--- src/rtl/uart_frame_rx.sv ---
`timescale 1ns/1ps
`default_nettype none
// ============================================================================
// Module   : uart_frame_rx
// Purpose  : Assembles FRAME_BYTES payload bytes and a terminator byte from
//            the uart_rx byte stream into one frame. It applies an inter-byte
//            timeout, resynchronises on the terminator after a framing error,
//            and presents only complete, good frames downstream. The last
//            good frame is held until the next one is accepted.
// Ports    : clk            - system clock
//            reset_uart     - synchronous active-high reset
//            i_rx_valid     - one-cycle strobe, i_rx_data valid
//            i_rx_data      - received byte
//            i_rx_break     - line break, aborts any frame in progress
//            o_frame_data   - last good frame, first byte in the MSBs
//            o_frame_valid  - one-cycle pulse when o_frame_data updates
//            o_err_term     - pulse: terminator slot held a wrong byte
//            o_err_timeout  - pulse: inter-byte timeout inside a frame
//            o_err_chk      - pulse: checksum mismatch (checksum build only)
//            o_frame_count  - good frame count, wraps 255 -> 0
//            o_busy         - high whenever a frame or resync is in progress
// Options  : UART_FRAME_RX_CHECKSUM_EN - adds an XOR checksum byte between
//            the payload and the terminator.
// Revision : 1.0 - initial release
// ============================================================================
module uart_frame_rx #(
    parameter int PAYLOAD_BITS   = 8,
    parameter int FRAME_BYTES    = 3,
    parameter int TERMINATOR     = 'h0A,
    parameter int TIMEOUT_CYCLES = 270_270
) (
    input  logic                                clk,
    input  logic                                reset_uart,
    input  logic                                i_rx_valid,
    input  logic [PAYLOAD_BITS-1:0]             i_rx_data,
    input  logic                                i_rx_break,
    output logic [FRAME_BYTES*PAYLOAD_BITS-1:0] o_frame_data,
    output logic                                o_frame_valid,
    output logic                                o_err_term,
    output logic                                o_err_timeout,
    output logic                                o_err_chk,
    output logic [7:0]                          o_frame_count,
    output logic                                o_busy
);

    localparam int c_FRAME_W = FRAME_BYTES * PAYLOAD_BITS;
    localparam int c_IDX_W   = 4;
    localparam int c_TMO_W   = (TIMEOUT_CYCLES > 2) ? $clog2(TIMEOUT_CYCLES) : 1;

    localparam logic [PAYLOAD_BITS-1:0] c_TERM     = PAYLOAD_BITS'(TERMINATOR);
    localparam logic [c_TMO_W-1:0]      c_TMO_LAST = c_TMO_W'(TIMEOUT_CYCLES - 1);
    localparam logic [c_IDX_W-1:0]      c_LAST_IDX = c_IDX_W'(FRAME_BYTES - 1);

    localparam logic [2:0] c_ST_IDLE    = 3'd0;
    localparam logic [2:0] c_ST_PAYLOAD = 3'd1;
    localparam logic [2:0] c_ST_TERM    = 3'd3;
    localparam logic [2:0] c_ST_RESYNC  = 3'd4;
`ifdef UART_FRAME_RX_CHECKSUM_EN
    localparam logic [2:0] c_ST_CHECK         = 3'd2;
    localparam logic [2:0] c_ST_AFTER_PAYLOAD = c_ST_CHECK;
`else
    localparam logic [2:0] c_ST_AFTER_PAYLOAD = c_ST_TERM;
`endif

    logic [2:0]              r_state_q,       w_state_d;
    logic [c_FRAME_W-1:0]    r_staging_q,     w_staging_d;
    logic [c_IDX_W-1:0]      r_idx_q,         w_idx_d;
    logic [c_TMO_W-1:0]      r_tmo_q,         w_tmo_d;
    logic [c_FRAME_W-1:0]    r_frame_data_q,  w_frame_data_d;
    logic                    r_frame_valid_q, w_frame_valid_d;
    logic                    r_err_term_q,    w_err_term_d;
    logic                    r_err_tmo_q,     w_err_tmo_d;
    logic [7:0]              r_count_q,       w_count_d;
    logic                    w_in_frame;
    logic                    w_expire;

`ifdef UART_FRAME_RX_CHECKSUM_EN
    logic                    r_err_chk_q,     w_err_chk_d;
    logic [PAYLOAD_BITS-1:0] w_xor;

    always_comb begin
        w_xor = '0;
        for (int i = 0; i < FRAME_BYTES; i++) begin
            w_xor = w_xor ^ r_staging_q[i*PAYLOAD_BITS +: PAYLOAD_BITS];
        end
    end
`endif

    // The timeout only guards the gap between bytes of a frame in progress;
    // idle line time and resync hunting are unbounded.
    always_comb begin
        w_in_frame = (r_state_q == c_ST_PAYLOAD) || (r_state_q == c_ST_TERM);
`ifdef UART_FRAME_RX_CHECKSUM_EN
        if (r_state_q == c_ST_CHECK) begin
            w_in_frame = 1'b1;
        end
`endif
    end

    // A strobe in the expiry cycle wins, so expiry needs an absent strobe.
    assign w_expire = w_in_frame && !i_rx_valid && (r_tmo_q == c_TMO_LAST);

    always_comb begin
        w_state_d       = r_state_q;
        w_staging_d     = r_staging_q;
        w_idx_d         = r_idx_q;
        w_frame_data_d  = r_frame_data_q;
        w_count_d       = r_count_q;
        w_frame_valid_d = 1'b0;
        w_err_term_d    = 1'b0;
        w_err_tmo_d     = 1'b0;
`ifdef UART_FRAME_RX_CHECKSUM_EN
        w_err_chk_d     = 1'b0;
`endif
        w_tmo_d = (w_in_frame && !i_rx_valid) ? (r_tmo_q + c_TMO_W'(1)) : '0;

        if ((r_state_q != c_ST_IDLE) && i_rx_break) begin
            // Break aborts silently and beats a simultaneous strobe.
            w_state_d   = c_ST_IDLE;
            w_staging_d = '0;
            w_idx_d     = '0;
            w_tmo_d     = '0;
        end else begin
            case (r_state_q)
                c_ST_IDLE: begin
                    if (i_rx_valid) begin
                        w_staging_d[c_FRAME_W-1 -: PAYLOAD_BITS] = i_rx_data;
                        w_idx_d   = c_IDX_W'(1);
                        w_state_d = (FRAME_BYTES == 1) ? c_ST_AFTER_PAYLOAD : c_ST_PAYLOAD;
                    end
                end
                c_ST_PAYLOAD: begin
                    if (i_rx_valid) begin
                        // Byte k lands in slot k counted down from the MSBs.
                        for (int i = 0; i < FRAME_BYTES; i++) begin
                            if (r_idx_q == c_IDX_W'(i)) begin
                                w_staging_d[(FRAME_BYTES-1-i)*PAYLOAD_BITS +: PAYLOAD_BITS] = i_rx_data;
                            end
                        end
                        w_idx_d = r_idx_q + c_IDX_W'(1);
                        if (r_idx_q == c_LAST_IDX) begin
                            w_state_d = c_ST_AFTER_PAYLOAD;
                        end
                    end
                end
`ifdef UART_FRAME_RX_CHECKSUM_EN
                c_ST_CHECK: begin
                    if (i_rx_valid) begin
                        if (i_rx_data == w_xor) begin
                            w_state_d = c_ST_TERM;
                        end else begin
                            w_err_chk_d = 1'b1;
                            w_state_d   = c_ST_RESYNC;
                            w_staging_d = '0;
                            w_idx_d     = '0;
                        end
                    end
                end
`endif
                c_ST_TERM: begin
                    if (i_rx_valid) begin
                        w_idx_d = '0;
                        if (i_rx_data == c_TERM) begin
                            w_frame_data_d  = r_staging_q;
                            w_frame_valid_d = 1'b1;
                            w_count_d       = r_count_q + 8'd1;
                            w_state_d       = c_ST_IDLE;
                        end else begin
                            w_err_term_d = 1'b1;
                            w_state_d    = c_ST_RESYNC;
                            w_staging_d  = '0;
                        end
                    end
                end
                c_ST_RESYNC: begin
                    if (i_rx_valid && (i_rx_data == c_TERM)) begin
                        w_state_d = c_ST_IDLE;
                    end
                end
                default: begin
                    w_state_d = c_ST_IDLE;
                end
            endcase

            if (w_expire) begin
                w_err_tmo_d = 1'b1;
                w_state_d   = c_ST_IDLE;
                w_staging_d = '0;
                w_idx_d     = '0;
                w_tmo_d     = '0;
            end
        end
    end

    always_ff @(posedge clk) begin
        if (reset_uart) begin
            r_state_q       <= c_ST_IDLE;
            r_staging_q     <= '0;
            r_idx_q         <= '0;
            r_tmo_q         <= '0;
            r_frame_data_q  <= '0;
            r_frame_valid_q <= 1'b0;
            r_err_term_q    <= 1'b0;
            r_err_tmo_q     <= 1'b0;
            r_count_q       <= 8'd0;
        end else begin
            r_state_q       <= w_state_d;
            r_staging_q     <= w_staging_d;
            r_idx_q         <= w_idx_d;
            r_tmo_q         <= w_tmo_d;
            r_frame_data_q  <= w_frame_data_d;
            r_frame_valid_q <= w_frame_valid_d;
            r_err_term_q    <= w_err_term_d;
            r_err_tmo_q     <= w_err_tmo_d;
            r_count_q       <= w_count_d;
        end
    end

`ifdef UART_FRAME_RX_CHECKSUM_EN
    always_ff @(posedge clk) begin
        if (reset_uart) begin
            r_err_chk_q <= 1'b0;
        end else begin
            r_err_chk_q <= w_err_chk_d;
        end
    end
    assign o_err_chk = r_err_chk_q;
`else
    assign o_err_chk = 1'b0;
`endif

    assign o_frame_data  = r_frame_data_q;
    assign o_frame_valid = r_frame_valid_q;
    assign o_err_term    = r_err_term_q;
    assign o_err_timeout = r_err_tmo_q;
    assign o_frame_count = r_count_q;
    assign o_busy        = (r_state_q != c_ST_IDLE);

endmodule
`default_nettype wire

--- config.mk ---
export PLATFORM = sky130hd
export DESIGN_NAME = uart_frame_rx
export DESIGN_NICKNAME = d
export VERILOG_FILES = /design/src/rtl/uart_frame_rx.sv
export SDC_FILE = /design/constraint.sdc
export NUM_CORES = 1
export LEC_CHECK = 0
export ABC_AREA = 1
export ABC_CLOCK_PERIOD_IN_PS = 2950
export CORE_AREA = 2 2 116 118
export DETAILED_ROUTE_END_ITERATION = 12
export DIE_AREA = 0 0 118 120
export GPL_TIMING_DRIVEN = 1
export PLACE_DENSITY = 0.52
export SETUP_SLACK_MARGIN = 0.1
export SKIP_LAST_GASP = 1
export SLEW_MARGIN = 20
export SYNTH_ARGS = -nofsm -noshare
export SYNTH_HDL_FRONTEND = slang
export SYNTH_SLANG_ARGS = --single-unit
export TNS_END_PERCENT = 5
--- constraint.sdc ---
create_clock -name clk -period 2.95 [get_ports clk]
set_input_delay 0.295 -clock clk [delete_from_list [all_inputs] [get_ports clk]]
set_output_delay 0.295 -clock clk [all_outputs]
set_load 0.01 [all_outputs]
Yosys cells after proc, flatten, opt, wreduce, memory -nomap -nowiden

Cells that the tools add are included.

Bits in registers: 85
Output and inout bits: 37
Word-level logic and storage cells: 77

Equal/unequal tests: 15
Add/sub/neg operators: 3
Reduce and logical (&&, ||, !) cells: 21
Mux-type cells: 23
Bitwise logic cells: 4

Operator list:

| operator                                            | count |
|---|---|
| 2-to-1 mux 24 bit                                   | 3 |
| 2-to-1 mux 8 bit                                    | 4 |
| case mux 16 bit (2 select lines)                    | 1 |
| case mux 8 bit (3 select lines)                     | 1 |
| adder 19 x 1 -> 19 bit, second input constant       | 1 |
| equality test 19 bit, second input constant         | 1 |
| 2-to-1 mux 3 bit                                    | 6 |
| AND reduction 5 bit                                 | 3 |
| 2-to-1 mux 4 bit                                    | 3 |
| case mux 3 bit (4 select lines)                     | 1 |
| case mux 4 bit (3 select lines)                     | 1 |
| != test 2 bit, second input constant                | 5 |
| adder 8 x 1 -> 8 bit, second input constant         | 1 |
| equality test 8 x 4 -> 1 bit, second input constant | 1 |
| AND reduction 4 bit                                 | 2 |
| OR reduction 4 bit                                  | 2 |
| != test 2 x 1 -> 1 bit, second input constant       | 3 |
| AND reduction 6 bit                                 | 1 |
| nonzero test 3 bit                                  | 2 |
| adder 4 x 1 -> 4 bit, second input constant         | 1 |
| equality test 4 x 1 -> 1 bit, second input constant | 1 |
| equality test 4 x 2 -> 1 bit, second input constant | 1 |
| logical AND 1 bit                                   | 4 |
| zero test 4 bit                                     | 1 |
| other kinds (11)                                    | 16 |

Longest topological paths before layout

Gate-level depths: netlist of the first run.

Depth in word-level cells: 5
Depth in mapped cells: 10
Depth with buffers taken out: 10

Worst setup path before layout of the first run

No wires, ideal clock.

Path type: flip-flop to flip-flop
Start point: register r_tmo_q[0]
End point: register r_staging_q[5]
Cell stages (with the launch flop): 10
Clock period less this slack: 1424 ps
Arrival time: 1311 ps
Slack: 1526 ps
Cell sequence: dfxtp_1 ha_1 nand2_1 nor3_1 nand3_1 nand2_2 inv_2 buf_4 nand2_1 nor2_1

Longest elaborated chain between the ends: 3

RTL lines:

| item                         | line | RTL |
|---|---|---|
| start: declaration           | 68   | `logic [c_TMO_W-1:0] r_tmo_q, w_tmo_d;` |
| start signal: assignment     | 210  | `r_tmo_q <= w_tmo_d;` |
| equality test 19 bit         | 101  | `assign w_expire = w_in_frame && !i_rx_valid && (r_tmo_q == c_TMO_LAST);` |
| logical AND 1 bit            | 101  |  |
| OR reduction 3 bit (no line) | --   |  |
| end signal: assignment       | 208  | `r_staging_q <= w_staging_d;` |
| end: declaration             | 66   | `logic [c_FRAME_W-1:0] r_staging_q, w_staging_d;` |

No other way between the ends.
A chain may end at the register's enable or synchronous reset.

Worst setup path after layout of the first run

Start point: input i_rx_valid
End point: register r_frame_data_q[22] (netlist: o_frame_data[22])

Longest elaborated chain between the ends: 1

RTL lines:

| item                          | line | RTL |
|---|---|---|
| start: declaration            | 34   | `input logic i_rx_valid,` |
| AND reduction 4 bit (no line) | --   |  |
| end signal: assignment        | 211  | `r_frame_data_q <= w_frame_data_d;` |
| end: declaration              | 69   | `logic [c_FRAME_W-1:0] r_frame_data_q, w_frame_data_d;` |

No other way between the ends.

==> out/metrics.cfg, run 1 <==
[outcome]
status = complete, no violations

[floorplan]
die-area_sq_um = 14160
core_area_sq_um = 12980
row_count = 42
die_w_microns = 118
ios = 49
start_util_pct = 29.49
die_y_microns = 120

[drt]
firstDrtPassIters = 6
wl_met1_microns = 3985
wl_per_cell_microns = 11.02
drt-vias-per-instance = 4.359
top_layer = met4
num_vias = 3343
dr.first_iter.drc_count = 137
final_antenna_net_count = 0
wl_met2_microns = 3895
drt-total-wl_microns = 8452
drc = 0
routed-wl-met3_microns = 372

[worst_setup_path]
worst_setup_path_end_kind = register
path_max_fanout = 26
r2r_cells = 7
path_class = in2reg
cp.arrival_ps = 2120
critPathRequiredTime_ps = 3190
path_cells = clkdlybuf4s50_1 -> inv_1 -> nor2_4 -> nand3_2 -> o21ai_0 -> nor2_1
critPathMaxStageDelay_ps = 650
start_kind = primary input
critPathSlowestCell = clkdlybuf4s50_1

[clock_tree]
clock_latency_ps = 350
clkSlewWorstSetupHoldPaths_ps = 70
cts_setup_buffers = 0
cts_sinks = 85
post_cts_resized = 0
cts-buffers-inserted = 9
hold_buffers = 0
cts_buffer_depth = 2
root_buffer = clkbuf_16
cts_tree = done
htreeDepth = 3

[sta]
max_freq_mhz = 530.1
drv_slew = 0
hold_ws_ps = 461.1
fin_setup_tns_ps = 0
worst_pin_slew_ps = 646.2
period_minus_slack_ps = 1887
fin_worst_skew_ps = 8.451
finalHoldViolCount = 0
setup_violations = 0
relSlewSlack_pct = 56.87
period_share_pct = 63.95
rsz0062_at_grt = false

[logic_synthesis]
avgSynthCellArea_sq_um = 7.075
syn_nets = 560
yosysWarningCount = 0
synth_cell_types = 27
seq_area_frac_synth_pct = 44.46
syn-instance-count = 541
ys_seq_elements = 85
syn_area_sq_um = 3827

[run]
drv_cap = 0

[final_layout]
areaGrowthSynthToFinish_pct = 23.60
n_antenna_cell = 0
nets = 605
drive_gt1_share_pct = 7.107
fill_cells = 1409

[global_routing]
grt_antenna_before_repair = 0
grt_max_degree = 29
grt_first_pass_wirelength_microns = 14350
grt_pass1_vias = 3135
grtUsageTotal_pct = 12.62
overflow = 0

[power_and_ir_drop]
vdd_ir_drop_max_mv = 0.3806
power_density_nw_per_um2 = 538.6
power.leakage_nw = 1.793

[place]
gp_congestion = 0.8522
numPortBuffers = 47
dp_hpwl_microns = 6112

[min_path]
whs_path_depth = 2
hold_path_class = reg2reg

==> critical path, delay by kind of cell <==
| family | cells | cell delay (ps) |
|---|---|---|
| buffers and inverters | 2 | 810 |
| and+or+nand+nor | 3 | 620 |
| AOI/OAI and AO/OA | 1 | 380 |
==> cell usage in the layout (no fill, tap or decap), drive strengths merged, types with 2 or more instances in the layout <==
cell type        n
clkbuf           9
inv             45
ha               7
nand2          126
or2              2
xnor2            2
a21oi           26
dfxtp           85
o21ai           32
clkinv           3
nand4            4
clkdlybuf4s50   47
nand3           29
nor3             9
xor2            13
nor2           148
==> final timing paths <==
kind,from,to,slack [ps]
worst min-delay path,r_staging_q[18],r_staging_q[18],460
worst min register to register,r_staging_q[18],r_staging_q[18],460
worst max-delay path,i_rx_valid,o_frame_data[22],1060
worst max register to register,r_state_q[0],o_frame_data[22],1090
==> power by group <==
group          total [mW]  switching, mW  internal (mW)
registers            1.20         0.0205           1.18
clock network        1.14          0.476          0.660
logic               0.214          0.141         0.0726
total                2.55          0.638           1.91
==> metrics by stage <==
stage	utilization (%)	cell area [sq um]	instances	power (mW)	setup WS, ps
finish	36.45	4731	767	2.548	1063
floorplan	-	3827	541	1.379	1526
CTS	36.45	4731	767	2.588	1055
detailed placement	34.14	4432	751	1.440	695.0
global route	36.45	4731	767	2.676	857.7
global placement	34.14	4432	751	1.439	746.9
==> sequential cells by signal, summed over array words and instances, names as in the netlist <==
name and cells:
r_staging_q 24, o_err_timeout 1, r_idx_q 4, o_frame_data 24
r_tmo_q 19, r_state_q 3, o_frame_count 8, o_frame_valid 1
o_err_term 1
==> layer usage <==
layer | global-route usage [%] | up-vias
met4 | 5.798 | 0
met5 | 0 | -
met1 | 15.03 | 1495
met3 | 3.802 | 15
met2 | 20.93 | 50
li1 | - | 1783
==> synth_stat cells <==
cell type	n	area, sq um
inv_2	3	11.26
nor2_2	4	25.02
nand2_1	120	450.4
ha_1	7	87.58
inv_1	40	150.1
clkbuf_1	5	18.77
nand3_4	1	17.52
o21ai_0	30	150.1
conb_1	1	3.750
nand4_1	4	25.02
or2_2	2	12.51
a21oi_1	24	120.1
buf_4	2	15.01
nand2_2	6	37.54
nor3_1	9	45.04
buf_6	4	45.04
nor2_1	139	521.8
nor2_4	4	45.04
nand3_1	26	130.1
nor2_8	1	20.02
buf_2	3	15.01
o21ai_1	2	10.01
xnor2_1	2	17.52
xor2_1	13	113.9
nand3_2	2	20.02
dfxtp_1	85	1702
a21oi_2	2	17.52
==> cell families after synthesis <==
kind of cell | synth area share, %
DFF | 44.46
xor gates and xnor gates | 3.433
other | 0.09798
adders and majority gates | 2.288
buffers and inverters | 6.668
and+or+nand+nor | 35.27
AOI/OAI and AO/OA | 7.780
==> final cells by class <==
type                            instances  area (sq um)  area share, %
Tap cell                              176         220.2          4.655
Timing Repair Buffer                   48         478.0          10.10
Sequential cell                        85          1702          35.97
Multi-Input combinational cell        399          1871          39.54
Clock inverter                          7         73.82          1.560
Inverter                               43         161.4          3.412
Clock buffer                            9         225.2          4.761
No activity file was read; power rests on OpenSTA's default activity.
==> run 2: changes to the inputs <==
ABC_CLOCK_PERIOD_IN_PS = 1610   (was 2950)
PLACE_DENSITY = 0.54   (was 0.52)
clock period = 1.61 ns   (was 2.95 ns; I/O delays follow)
==> out/metrics.cfg, run 2 (synthesis gave the netlist of run 1 again) <==
[outcome]
status = complete, no violations

[clock_tree]
clkSlewWorstSetupHoldPaths_ps = 60  ; about the same
cts_sinks = 85  ; unchanged
htreeDepth = 3  ; unchanged
root_buffer = clkbuf_16
cts_buffer_depth = 2  ; unchanged
cts_tree = done
hold_buffers = 0  ; unchanged
cts-buffers-inserted = 9  ; unchanged
clock_latency_ps = 340  ; about the same

[floorplan]
core_area_sq_um = 12980  ; unchanged
row_count = 42  ; unchanged
die-area_sq_um = 14160  ; unchanged
die_w_microns = 118  ; unchanged
start_util_pct = 29.49  ; unchanged
die_y_microns = 120  ; unchanged
ios = 49  ; unchanged

[worst_setup_path]
path_cells = clkdlybuf4s50_1
reg2reg_slack_ps = 190  ; -900 ps
start_kind = register
cp.arrival_ps = 1330  ; -790 ps
critPathMaxStageDelay_ps = 570  ; -80 ps
path_max_fanout = 5  ; -81%
critPathRequiredTime_ps = 1450  ; -1740 ps
critical_path_buf_inv_count = 1  ; -1
worstSetupStartpoint = o_frame_count[2]
rr_endpoint = o_frame_data[12]
worst_setup_path_end_kind = output port
critPathSlowestCell = clkdlybuf4s50_1
path_class = reg2out
endpoint = o_frame_count[2]
path_depth = 1  ; -5
critPathTopFamily = buffers and inverters
r2r_cells = 8  ; +1
worstReg2RegStart = r_state_q[0]

[global_routing]
grtUsageTotal_pct = 13.13  ; +0.51 points
grt_max_degree = 28  ; -3.4%
grt_pass1_vias = 3367  ; +7.4%
grt_first_pass_wirelength_microns = 15080  ; +5.0%
overflow = 0  ; unchanged
grt_antenna_before_repair = 0  ; unchanged

[power_and_ir_drop]
internal_power_mw = 3.719  ; +95%
p_total_mw = 4.862  ; +91%
p_seq_share_pct = 45.2  ; -1.8 points
power_density_nw_per_um2 = 945.5  ; +76%
power.leakage_nw = 2.013  ; +12%
vdd_ir_drop_max_mv = 0.4979  ; +31%
pwr-share-clk_pct = 44.9  ; +0.3 points
swShare_pct = 23.50  ; -1.5 points
p_comb_share_pct = 9.9  ; +1.5 points
p_sw_mw = 1.143  ; +79%

[place]
post-place-cells = 781  ; +4.0%
dp_hpwl_microns = 6549  ; +7.2%
numPortBuffers = 47  ; unchanged
gp_congestion = 0.8445  ; -0.90%

[run]
drv_cap = 0  ; unchanged

[min_path]
hold_path_class = reg2reg

[final_layout]
areaGrowthSynthToFinish_pct = 34.36
n_antenna_cell = 0  ; unchanged
final_cell_mix = 135 x nor2_1, 118 x nand2_1, 78 x dfxtp_1
drive_gt1_share_pct = 14.61  ; +7.5 points
fin_cells = 799  ; +4.2%
layout_commonest_cell = nor2_1
nets = 637  ; +5.3%

[sta]
max_freq_mhz = 672.6
finalHoldViolCount = 0  ; unchanged
period_share_pct = 92.35
drv_slew = 0  ; unchanged
setup_violations = 0  ; unchanged
period_minus_slack_ps = 1487
rsz0062_at_grt = true
fin_worst_skew_ps = 4.062  ; -4.388 ps

[drt]
drc = 0  ; unchanged
firstDrtPassIters = 4  ; -2
dr.first_iter.drc_count = 143  ; +4.4%
drt-total-wl_microns = 8782  ; +3.9%
num_vias = 3487  ; +4.3%
wl_per_cell_microns = 10.99  ; -0.26%
final_antenna_net_count = 0  ; unchanged
drt-vias-per-instance = 4.364  ; +0.13%

-- run 2: changes by cell type in the layout (fill, tap and decap cells not counted), sizes merged --
cell,delta
dlygate4sd2,+1
bufinv,+1
clkinv,+1
inv,-2
clkbuf,+1
clkdlybuf4s50,-1
buf,+32
clkinvlp,-1
-- run 2: how the worst min path moves through the flow --
| stage | from | endpoint | slack (ps) | cells past startpoint |
|---|---|---|---|---|
| after floorplan | i_rx_data[3] | r_staging_q[19] | 330 | 2 |
| after global placement | r_staging_q[16] | r_staging_q[16] | 450 | 2 |
| after detailed placement | r_staging_q[17] | r_staging_q[17] | 450 | 2 |
| after CTS | r_staging_q[17] | r_staging_q[17] | 460 | 2 |
| after global routing | r_tmo_q[17] | r_tmo_q[17] | 490 | 2 |
| final | r_staging_q[18] | r_staging_q[18] | 460 | 2 |
-- run 2: power groups by stage --
stage               registers, mW  clock network, mW  logic [mW]
global route                 2.21               2.33       0.550
detailed placement           2.24                  0       0.474
CTS                          2.19               2.26       0.473
global placement             2.24                  0       0.469
finish                       2.20               2.18       0.482
floorplan                    2.23                  0       0.295
-- run 2: through the flow --
step	utilization (%)	setup slack, ps	area (sq um)	hold WS, ps	TNS (ps)
final	39.62	123.2	5142	461.9	0
after global routing	39.62	66.68	5142	494.1	0
after CTS	39.00	21.44	5062	461.6	0
after detailed placement	36.55	-158.1	4745	452.1	-5428
after global placement	36.55	-146.5	4745	445.9	-4064
after floorplan	-	186.0	3827	326.5	0
-- run 2: layout make-up --
type	instances	area [sq um]
fill	1398	7838
multi-input combinational	399	1926
sequential	85	1710
timing repair buffer	80	808.3
clock buffer	10	229.0
tap	176	220.2
inverter	43	161.4
clock inverter	6	87.58
-- run 2: repair_timing --
action	4_1_cts	5_1_grt
setup endpoints to repair	9	74
setup buffers	0	2
pin swaps	0	4
gates resized for setup	3	23
-- run 2: routing by layer --
layer  up-vias  track usage, %  wire [microns]
met1      1573           15.30            3955
li1       1846               -               -
met4         0           5.949             150
met5         -               0               0
met2        56           22.89            4355
met3        12           3.089             320
==> run 3: changes to the inputs <==
ABC_CLOCK_PERIOD_IN_PS = 1350   (was 1610)
clock period = 1.35 ns   (was 1.61 ns; I/O delays follow)
==> out/metrics.cfg, run 3 (synthesis gave the netlist of run 1 again) <==
[outcome]
status = complete, but fails checks
violations = negative setup slack

[worst_setup_path]
path_max_fanout = 6  ; +1
worst_setup_path_end_kind = register
critPathRequiredTime_ps = 1630  ; +180 ps
critPathMaxStageDelay_ps = 330  ; -240 ps
critical_path_buf_inv_count = 2  ; +1
critPathSlowestCell = dfxtp_2
start_kind = register
path_cells = inv_2 -> nor2_4 -> nand2_2 -> nor2_4 -> nand2_4 -> nor2_8 -> clkbuf_16 -> nor2_1 -> nor2_1
critPathTopFamily = simple AND/OR/NAND/NOR gates
cp.arrival_ps = 1730  ; +400 ps
path_class = reg2reg

[drt]
final_antenna_net_count = 0  ; unchanged
firstDrtPassIters = 4  ; unchanged
dr.first_iter.drc_count = 162  ; +13%
drt-total-wl_microns = 9848  ; +12%
drc = 0  ; unchanged
drt-vias-per-instance = 4.403  ; +0.89%
wl_per_cell_microns = 11.67  ; +6.2%
num_vias = 3716  ; +6.6%

[final_layout]
fill_cells = 1348  ; -3.6%
drive_gt1_share_pct = 23.95  ; +9.3 points
n_antenna_cell = 0  ; unchanged
multi_input_area_sq_um = 2042  ; +6.0%
final_cell_mix = 131 x nor2_1, 111 x nand2_1, 77 x dfxtp_1
nets = 683  ; +7.2%
utilization_pct = 43.65  ; +4.0 points
seq_area_sq_um = 1714  ; +0.22%
areaGrowthSynthToFinish_pct = 48.02
layout_commonest_cell = nor2_1

[sta]
drv_slew = 0  ; unchanged
period_share_pct = 107.6
worst_slack_ps = -102.4  ; -225.6 ps
setup_violations = 75  ; +75
fin_worst_skew_ps = 6.176  ; +2.114 ps
fin_setup_tns_ps = -3717  ; -3717 ps
max_freq_mhz = 688.5
finalHoldViolCount = 0  ; unchanged
period_minus_slack_ps = 1452
rsz0062_at_grt = true

[min_path]
hold_path_class = in2reg

[clock_tree]
cts_sinks = 85  ; unchanged
clkSlewWorstSetupHoldPaths_ps = 60  ; about the same
cts_buffer_depth = 2  ; unchanged
root_buffer = clkbuf_16
cts-buffers-inserted = 9  ; unchanged
htreeDepth = 3  ; unchanged
cts_tree = done
hold_buffers = 0  ; unchanged
clock_latency_ps = 340  ; about the same

[power_and_ir_drop]
pwr-share-clk_pct = 41.6  ; -3.3 points
p_seq_share_pct = 46.3  ; +1.1 points
internal_power_mw = 4.234  ; +14%
p_comb_share_pct = 12.1  ; +2.2 points
swShare_pct = 25.04  ; +1.5 points
vdd_ir_drop_max_mv = 0.7277  ; +46%
p_sw_mw = 1.414  ; +24%
power.leakage_nw = 2.316  ; +15%
power_density_nw_per_um2 = 996.8  ; +5.4%
p_total_mw = 5.648  ; +16%

[run]
drv_cap = 0  ; unchanged

[floorplan]
die_y_microns = 120  ; unchanged
die_w_microns = 118  ; unchanged
ios = 49  ; unchanged
start_util_pct = 29.49  ; unchanged
die-area_sq_um = 14160  ; unchanged
row_count = 42  ; unchanged
core_area_sq_um = 12980  ; unchanged

[global_routing]
grt_first_pass_wirelength_microns = 15610  ; +3.6%
grt_max_degree = 28  ; unchanged
grt_pass1_vias = 3458  ; +2.7%
grtUsageTotal_pct = 13.63  ; +0.50 points
grt_antenna_before_repair = 0  ; unchanged
overflow = 0  ; unchanged

[place]
gp_congestion = 0.8250  ; -2.3%
dp_hpwl_microns = 6759  ; +3.2%
numPortBuffers = 47  ; unchanged

## run 3: cell count changes in the layout (fill, tap and decap cells not counted), moves of 6 or more
cell / before / now
o21ai_0: 29 / 23
nand2_2: 6 / 12
buf_4: 25 / 64
o21ai_1: 3 / 9
nand2_1: 118 / 111
## run 3: worst paths after layout
path / startpoint / endpoint / slack [ps] / depth (start not counted)
worst max-delay path: r_state_q[0] / o_frame_data[20] / -100 / 9
worst min-delay path: i_rx_data[4] / r_staging_q[20] / 430 / 6
worst max register to register: r_state_q[0] / o_frame_data[20] / -100 / 9
worst min register to register: r_staging_q[17] / r_staging_q[17] / 460 / 2
## run 3: cell type report
cell class	count	area share, %
well taps	176	3.887
clock inverters	5	0.6184
clock buffers	10	4.417
inverters	43	2.893
multi-input cells	399	36.04
repair buffers	126	21.89
flip-flops and latches	85	30.26
## run 3: per-layer routing
metal / up-vias / GRT usage (%) / wire [microns]
li1: 1944 / - / -
met1: 1705 / 16.15 / 4397
met2: 55 / 23.11 / 4945
met3: 12 / 4.183 / 363
met4: 0 / 5.271 / 142
met5: - / 0 / 0
## run 3: power by group through the flow
stage          clock [mW]  combinational [mW]  sequential (mW)
3_3_place_gp            0               0.609             2.67
2_1_floorplan           0               0.363             2.66
4_1_cts              2.41               0.643             2.61
5_1_grt              2.54               0.770             2.62
3_5_place_dp            0               0.613             2.67
6_report             2.35               0.686             2.61
## run 3: worst register-to-register path: stages, from the launching register on
cell and delay (ps):
dfxtp_2 330, inv_2 50, nor2_4 120, nand2_2 90, nor2_4 160, nand2_4 90
nor2_8 210, clkbuf_16 190, nor2_1 50, nor2_1 100
## run 3: metrics by stage
| stage | setup WS, ps | hold slack, ps | std cells | cell area, sq um |
|---|---|---|---|---|
| after floorplan | 6.210 | 300.1 | 541 | 3850 |
| after global placement | -392.5 | 447.3 | 811 | 4986 |
| after detailed placement | -380.3 | 450.4 | 811 | 4986 |
| after CTS | -92.24 | 423.2 | 831 | 5403 |
| after global routing | -187.1 | 476.4 | 844 | 5665 |
| final | -102.4 | 434.4 | 844 | 5665 |
## run 3: timing repair
| item | 4_1_cts | 5_1_grt |
|---|---|---|
| gates resized for setup | 33 | 33 |
| buffers inserted | 4 | 9 |
| pin swaps | 7 | 25 |
| cloned | 1 | 4 |
| setup endpoints to repair | 120 | 117 |
